`src/rtl/sc_fir_pkg.sv`:
```
// Shared types, sizes and helpers for the stochastic-computing FIR evaluation stage.
package sc_fir_pkg;

  localparam int N     = 8;
  localparam int TAPS  = 39;
  localparam int SEL_W = $clog2(TAPS);

  typedef enum logic [1:0] {IDLE, LOAD, RUN, DONE} state_t;

  typedef logic [N-1:0] sample_t;
  typedef logic [N:0]   acc_t;

  localparam sample_t SAMPLE_MAX = {N{1'b1}};

  // Bit-reversed ramp decorrelates the coefficient stream from the tap stream.
  function automatic sample_t bitrev(input sample_t v);
    sample_t o;
    for (int i = 0; i < N; i++) begin
      o[i] = v[N-1-i];
    end
    return o;
  endfunction

endpackage

```
`src/rtl/sc_fir_eval_if.sv`:
```
// Request/result bundle between the tap delay line and the FIR evaluation stage.
interface sc_fir_eval_if;
  import sc_fir_pkg::*;

  logic    start;
  sample_t taps [TAPS];
  sample_t coef [TAPS];
  logic    busy;
  logic    done;
  sample_t result;

  modport master (output start, taps, coef, input busy, done, result);
  modport slave  (input start, taps, coef, output busy, done, result);
endinterface

```
`src/rtl/sc_sng.sv`:
```
// Comparator stream generator: emits 1 while the shared ramp is below the value.
module sc_sng
  import sc_fir_pkg::*;
(
  input  sample_t value_i,
  input  sample_t rnd_i,
  output logic    bit_o
);
  assign bit_o = (rnd_i < value_i);
endmodule

```
`src/rtl/sc_fir_eval.sv`:
```
// Stochastic FIR evaluation: AND-multiply tap/coef streams, rotate-select one product per
// cycle and count ones over a 2^N-cycle window, saturating to an N-bit result.
module sc_fir_eval
  import sc_fir_pkg::*;
(
  input  logic          clock,
  input  logic          reset_n,
  sc_fir_eval_if.slave  bus
);

  state_t           state_q;
  logic             busy_q;
  logic             done_q;
  sample_t          result_q;
  sample_t          r_q;
  logic [SEL_W-1:0] sel_q;
  acc_t             acc_q;
  sample_t          tap_q  [TAPS];
  sample_t          coef_q [TAPS];

  sample_t          r_rev;
  logic [TAPS-1:0]  x_bits;
  logic [TAPS-1:0]  w_bits;
  logic [TAPS-1:0]  prod;
  logic             p_sel;
  acc_t             acc_d;
  logic [SEL_W-1:0] sel_d;
  sample_t          result_d;

  assign r_rev = bitrev(r_q);

  generate
    for (genvar gi = 0; gi < TAPS; gi++) begin : g_sng
      sc_sng u_tap_sng  (.value_i(tap_q[gi]),  .rnd_i(r_q),   .bit_o(x_bits[gi]));
      sc_sng u_coef_sng (.value_i(coef_q[gi]), .rnd_i(r_rev), .bit_o(w_bits[gi]));
    end
  endgenerate

  assign prod     = x_bits & w_bits;
  assign p_sel    = prod[sel_q];
  assign acc_d    = acc_q + acc_t'(p_sel);
  assign sel_d    = (sel_q == SEL_W'(TAPS-1)) ? '0 : sel_q + 1'b1;
  // acc can only reach 2^N, so its top bit alone marks overflow.
  assign result_d = acc_q[N] ? SAMPLE_MAX : acc_q[N-1:0];

  always_ff @(posedge clock or negedge reset_n) begin
    if (!reset_n) begin
      state_q  <= IDLE;
      busy_q   <= 1'b0;
      done_q   <= 1'b0;
      result_q <= '0;
      r_q      <= '0;
      sel_q    <= '0;
      acc_q    <= '0;
      for (int i = 0; i < TAPS; i++) begin
        tap_q[i]  <= '0;
        coef_q[i] <= '0;
      end
    end else begin
      done_q <= 1'b0;
      case (state_q)
        IDLE: begin
          if (bus.start) begin
            state_q <= LOAD;
            busy_q  <= 1'b1;
          end
        end
        LOAD: begin
          for (int i = 0; i < TAPS; i++) begin
            tap_q[i]  <= bus.taps[i];
            coef_q[i] <= bus.coef[i];
          end
          r_q     <= '0;
          sel_q   <= '0;
          acc_q   <= '0;
          state_q <= RUN;
        end
        RUN: begin
          acc_q <= acc_d;
          r_q   <= r_q + 1'b1;
          sel_q <= sel_d;
          if (r_q == SAMPLE_MAX) begin
            state_q <= DONE;
          end
        end
        DONE: begin
          result_q <= result_d;
          done_q   <= 1'b1;
          busy_q   <= 1'b0;
          state_q  <= IDLE;
        end
        default: state_q <= IDLE;
      endcase
    end
  end

  assign bus.busy   = busy_q;
  assign bus.done   = done_q;
  assign bus.result = result_q;

endmodule

```
`src/flat_wrapper.sv`:
```
// flat-port wrapper written by rule: the top's interface ports become plain ports
module sc_fir_eval_flat import sc_fir_pkg::*;
  (clock, reset_n, bus_start, bus_taps, bus_coef, bus_busy, bus_done, bus_result);
  sc_fir_eval_if bus_i ();
  input  logic clock;
  input  logic reset_n;
  input wire logic [$bits(bus_i.start)-1:0] bus_start;
  input wire logic [$bits(bus_i.taps)-1:0] bus_taps;
  input wire logic [$bits(bus_i.coef)-1:0] bus_coef;
  output wire logic [$bits(bus_i.busy)-1:0] bus_busy;
  output wire logic [$bits(bus_i.done)-1:0] bus_done;
  output wire logic [$bits(bus_i.result)-1:0] bus_result;
  assign bus_i.start = bus_start;
  assign bus_i.taps = {>>{bus_taps}};
  assign bus_i.coef = {>>{bus_coef}};
  assign bus_busy = bus_i.busy;
  assign bus_done = bus_i.done;
  assign bus_result = bus_i.result;
  sc_fir_eval u_core (.clock(clock), .reset_n(reset_n), .bus(bus_i));
endmodule
```
`config.mk`:
```
export PLATFORM = sky130hd
export DESIGN_NAME = sc_fir_eval_flat
export DESIGN_NICKNAME = d
export VERILOG_FILES = /design/src/rtl/sc_fir_pkg.sv /design/src/rtl/sc_fir_eval_if.sv /design/src/rtl/sc_sng.sv /design/src/rtl/sc_fir_eval.sv /design/src/flat_wrapper.sv
export SDC_FILE = /design/constraint.sdc
export NUM_CORES = 2
export LEC_CHECK = 0
export ABC_AREA = 0
export CORE_AREA = 4 4 239 334
export DETAILED_ROUTE_END_ITERATION = 8
export DIE_AREA = 0 0 243 338
export PLACE_DENSITY = 0.89
export SYNTH_ARGS = -nofsm -noshare
export SYNTH_HDL_FRONTEND = slang
export SYNTH_SLANG_ARGS = --single-unit
export TNS_END_PERCENT = 20
```
`constraint.sdc`:
```
create_clock -name clock -period 4.2 [get_ports clock]
set_input_delay 1.05 -clock clock [delete_from_list [all_inputs] [get_ports clock]]
set_output_delay 1.05 -clock clock [all_outputs]
set_load 0.02 [all_outputs]
```
==> qor.csv <==
stage;metric;value;unit
status;status;completed;
timing;maximum clock frequency;256;MHz
setup_path;FF-to-FF setup slack;0.30;ns
global_routing;vias in the first global route;33600;
synthesis;main combinational cell family by area after synthesis;adder cells;
layout;post-route cell area;47800;um^2
global_routing;global-route wire length before repair;187;mm
layout;final-stage net count;5848;
setup_path;Worst setup SP type;register;
setup_path;CP Cell Sequence;buf_12, ha_1, a22o_1, nor4_1, o2111ai_1, a21oi_1, o21ai_0, a31oi_1, o2111ai_1, buf_4, o211ai_2, ha_1, buf_4, nand2_1, or3_1, a21oi_1;
routing;WL final;122;mm
die;die extent in x;243;um
synthesis;Post-Synth Adder-Cell Area;0.186;
synthesis;share of the synthesized area in the top cell type;0.441;
die;Die Ht;338;um
placement;PortBufs;636;
synthesis;mapped cell area;37400;um^2
timing;final hold violation count;0;
global_routing;largest net degree at the start of global routing;156;
synthesis;number of synthesized register bits;659;
setup_path;Worst EP required;4.72;ns
timing;Period minus WS final;3.90;ns
setup_path;Top delay family on crit path;compound AO/OA/AOI/OAI gates;
synthesis;Yosys warning count;0;
timing;fin crit share;0.928;
clock_tree;Clock Sinks;659;
die;row count;120;
placement;placed inst area;45400;um^2
synthesis;asr flop ratio synth;1.00;
worst_hold_path;Hold WC Path Type;primary input to async pin;
setup_path;CP Class;register to register;
synthesis;Mapped Nets;5210;
synthesis;Simple-Gate Fraction of Synth Area;0.116;
setup_path;endpoint class of the critical path;register;
timing;TNS Setup;0;ns
routing;Initial DRT Pass Iterations;6;
setup_path;slowest CP cell;dfrtp_4;
setup_path;path depth of the worst reg2reg path;16;
clock_tree;CTS tree;built;
timing;unrepaired setup endpoints after global routing;no;
setup_path;R2R Path Start;u_core.r_q[7]$_DFFE_PN0P_;
routing;Initial DRC Count;2541;
clock_tree;clk buf depth;3;
layout;final std cells w/o fill;5696;
job;Max-Cap Viols;0;
setup_path;arrival time at the worst endpoint;4.42;ns
die;number of I/O pins;637;
power;Power Density;280;nW/um^2
timing;Slew Limit Fails;0;
synthesis;prevailing post-synth register cell;dfrtp_1;
routing;vias after detailed routing;32400;
routing;Antenna Nets Post-Route;0;
placement;routability cong.;0.928;
setup_path;CP Max Fanout;27;
setup_path;CP peak stage delay;0.60;ns
clock_tree;Hold-fix buffers, CTS;0;
clock_tree;CTS Buf Count;68;
layout;layout cells sized above 1;0.0630;
synthesis;register area share after synthesis;0.441;
die;core area;76600;um^2
synthesis;Cells after Synth;4028;
synthesis;mux share of post-synthesis cell area;0.0240;
synthesis;largest cells by area after synthesis;dfrtp_1 (44%), ha_1 (19%), o21ai_0 (8.3%);
clock_tree;Clock Pin Slew Worst Setup and Hold Paths;0.06;ns
timing;Worst slew margin;0.326;
placement;HPWL Detailed;90.1;mm
routing;wire per inst;21.5;um
clock_tree;H-tree levels;3;
layout;Area Overhead vs Synth;27.7;%
routing;drt drc;0;
synthesis;complex-gate fraction of the synthesized area;0.158;
synthesis;post-synth cell types;59;
clock_tree;worst skew pair latency;0.62;ns
timing;Layout Skew;0.0242;ns
clock_tree;CTS Root Cell;clkbuf_16;
setup_path;WP buf/inv;3;
synthesis;Avg Inst Size Synth;9.28;um^2
die;Starting Density;0.488;
routing;DR vias/cell;5.69;
timing;Final Hold Slack;0.512;ns
setup_path;Crit Reg-Reg Endpoint;u_core.acc_q[5]$_DFFE_PN0P_;
timing;actual slew at the worst max-slew pin;1.01;ns
power;P_leak;24.9;nW
layout;Layout Utilization;0.624;
global_routing;antenna violations before repair;9;
global_routing;GR Util All Layers;0.290;
placement;placed instance count;5568;
synthesis;number of synthesized flops with an enable pin;0;
power;IR drop worst, VDD;0.247;mV
die;die area;82100;um^2
synthesis;post-synthesis xor/xnor area fraction;0.00117;
synthesis;area leader, netlist;dfrtp_1;
timing;Finish-stage setup viols;0;
global_routing;GR Overflow Total;0;
[placed cells by master (no fill, tap or decap), drive strengths merged, types with 83 or more instances in the layout]
master,n
clkbuf,96
o21ai,625
a21o,111
a21oi,113
buf,89
ha,555
clkdlybuf4s50,635
inv,582
nand2,604
nand4,83
dfrtp,659
[cells in the mapped netlist (14+ instances only)]
| cell type | count |
|---|---|
| nand2b_1 | 76 |
| nand3_1 | 50 |
| nor3_1 | 22 |
| o211ai_1 | 14 |
| o2111ai_1 | 16 |
| nor2_1 | 74 |
| a211oi_1 | 35 |
| a31oi_1 | 15 |
| a21o_1 | 111 |
| o21ai_0 | 619 |
| nand2_1 | 604 |
| clkbuf_1 | 147 |
| a21oi_1 | 113 |
| mux2_2 | 77 |
| or3_1 | 14 |
| ha_1 | 555 |
| inv_1 | 578 |
| and3_1 | 17 |
| dfrtp_1 | 659 |
| nand4_1 | 83 |
[metal layers]
metal | up-vias | GRT usage | routed length (um)
li1 | 15000 | - | -
met1 | 15600 | 0.345 | 46700
met2 | 1472 | 0.498 | 59300
met4 | 6 | 0.172 | 7910
met3 | 423 | 0.0466 | 8310
met5 | - | 0 | 37
[metrics by stage]
| step | power, mW | setup slack (ns) |
|---|---|---|
| final | 13.4 | 0.301 |
| after CTS | 13.5 | 0.268 |
| after global routing | 13.8 | 0.0140 |
| after global placement | 7.24 | 0.334 |
| after floorplan | 6.47 | 0.451 |
| after detailed placement | 7.25 | 0.293 |
[worst max path at each step]
stage	start	to	slack, ns	cells past startpoint
global route	u_core.r_q[7]$_DFFE_PN0P_	u_core.acc_q[4]$_DFFE_PN0P_	0.01	17
detailed placement	u_core.r_q[7]$_DFFE_PN0P_	u_core.acc_q[4]$_DFFE_PN0P_	0.29	17
floorplan	u_core.r_q[6]$_DFFE_PN0P_	u_core.acc_q[8]$_DFFE_PN0P_	0.45	13
CTS	u_core.r_q[1]$_DFFE_PN0P_	u_core.acc_q[4]$_DFFE_PN0P_	0.27	16
global placement	u_core.r_q[1]$_DFFE_PN0P_	u_core.acc_q[4]$_DFFE_PN0P_	0.33	16
finish	u_core.r_q[7]$_DFFE_PN0P_	u_core.acc_q[5]$_DFFE_PN0P_	0.30	16
[sequential cells by signal, indices dropped and copies added (netlist names)]
signal and count:
u_core.coef_q 312, u_core.tap_q 312, u_core.acc_q 9, u_core.bus.result 8, u_core.r_q 8, u_core.sel_q 6, u_core.state_q 2, u_core.bus.busy 1
u_core.bus.done 1
[report_power, final]
group	total, mW	internal (mW)	switching [mW]
Clock	6.25	3.62	2.64
Combinational	0.782	0.529	0.253
Sequential	6.35	6.35	0
Total	13.4	10.5	2.89
[kinds of logic after synthesis]
| logic type | after synthesis |
|---|---|
| DFF | 659 |
| muxes | 80 |
| xor gates and xnor gates | 5 |
| adders and majority gates | 555 |
| buffers and inverters | 735 |
| and+or+nand+nor | 976 |
| AOI/OAI and AO/OA | 1018 |
[what timing repair did]
item | in CTS | in global routing
setup endpoints to repair | 0 | 1
setup buffers | 0 | 4
hold endpoints to repair | 0 | 0
gates resized for setup | 0 | 1
[final cells by class]
| class | count | area, um^2 |
|---|---|---|
| timing repair buffer | 724 | 7410 |
| sequential | 659 | 16500 |
| clock buffer | 96 | 2020 |
| fill | 5795 | 28800 |
| inverter | 579 | 2180 |
| antenna | 4 | 10.0 |
| multi-input combinational | 2634 | 18100 |
| tap | 976 | 1220 |
| clock inverter | 24 | 254 |
Note: power is estimated with default switching activity, not from simulation.
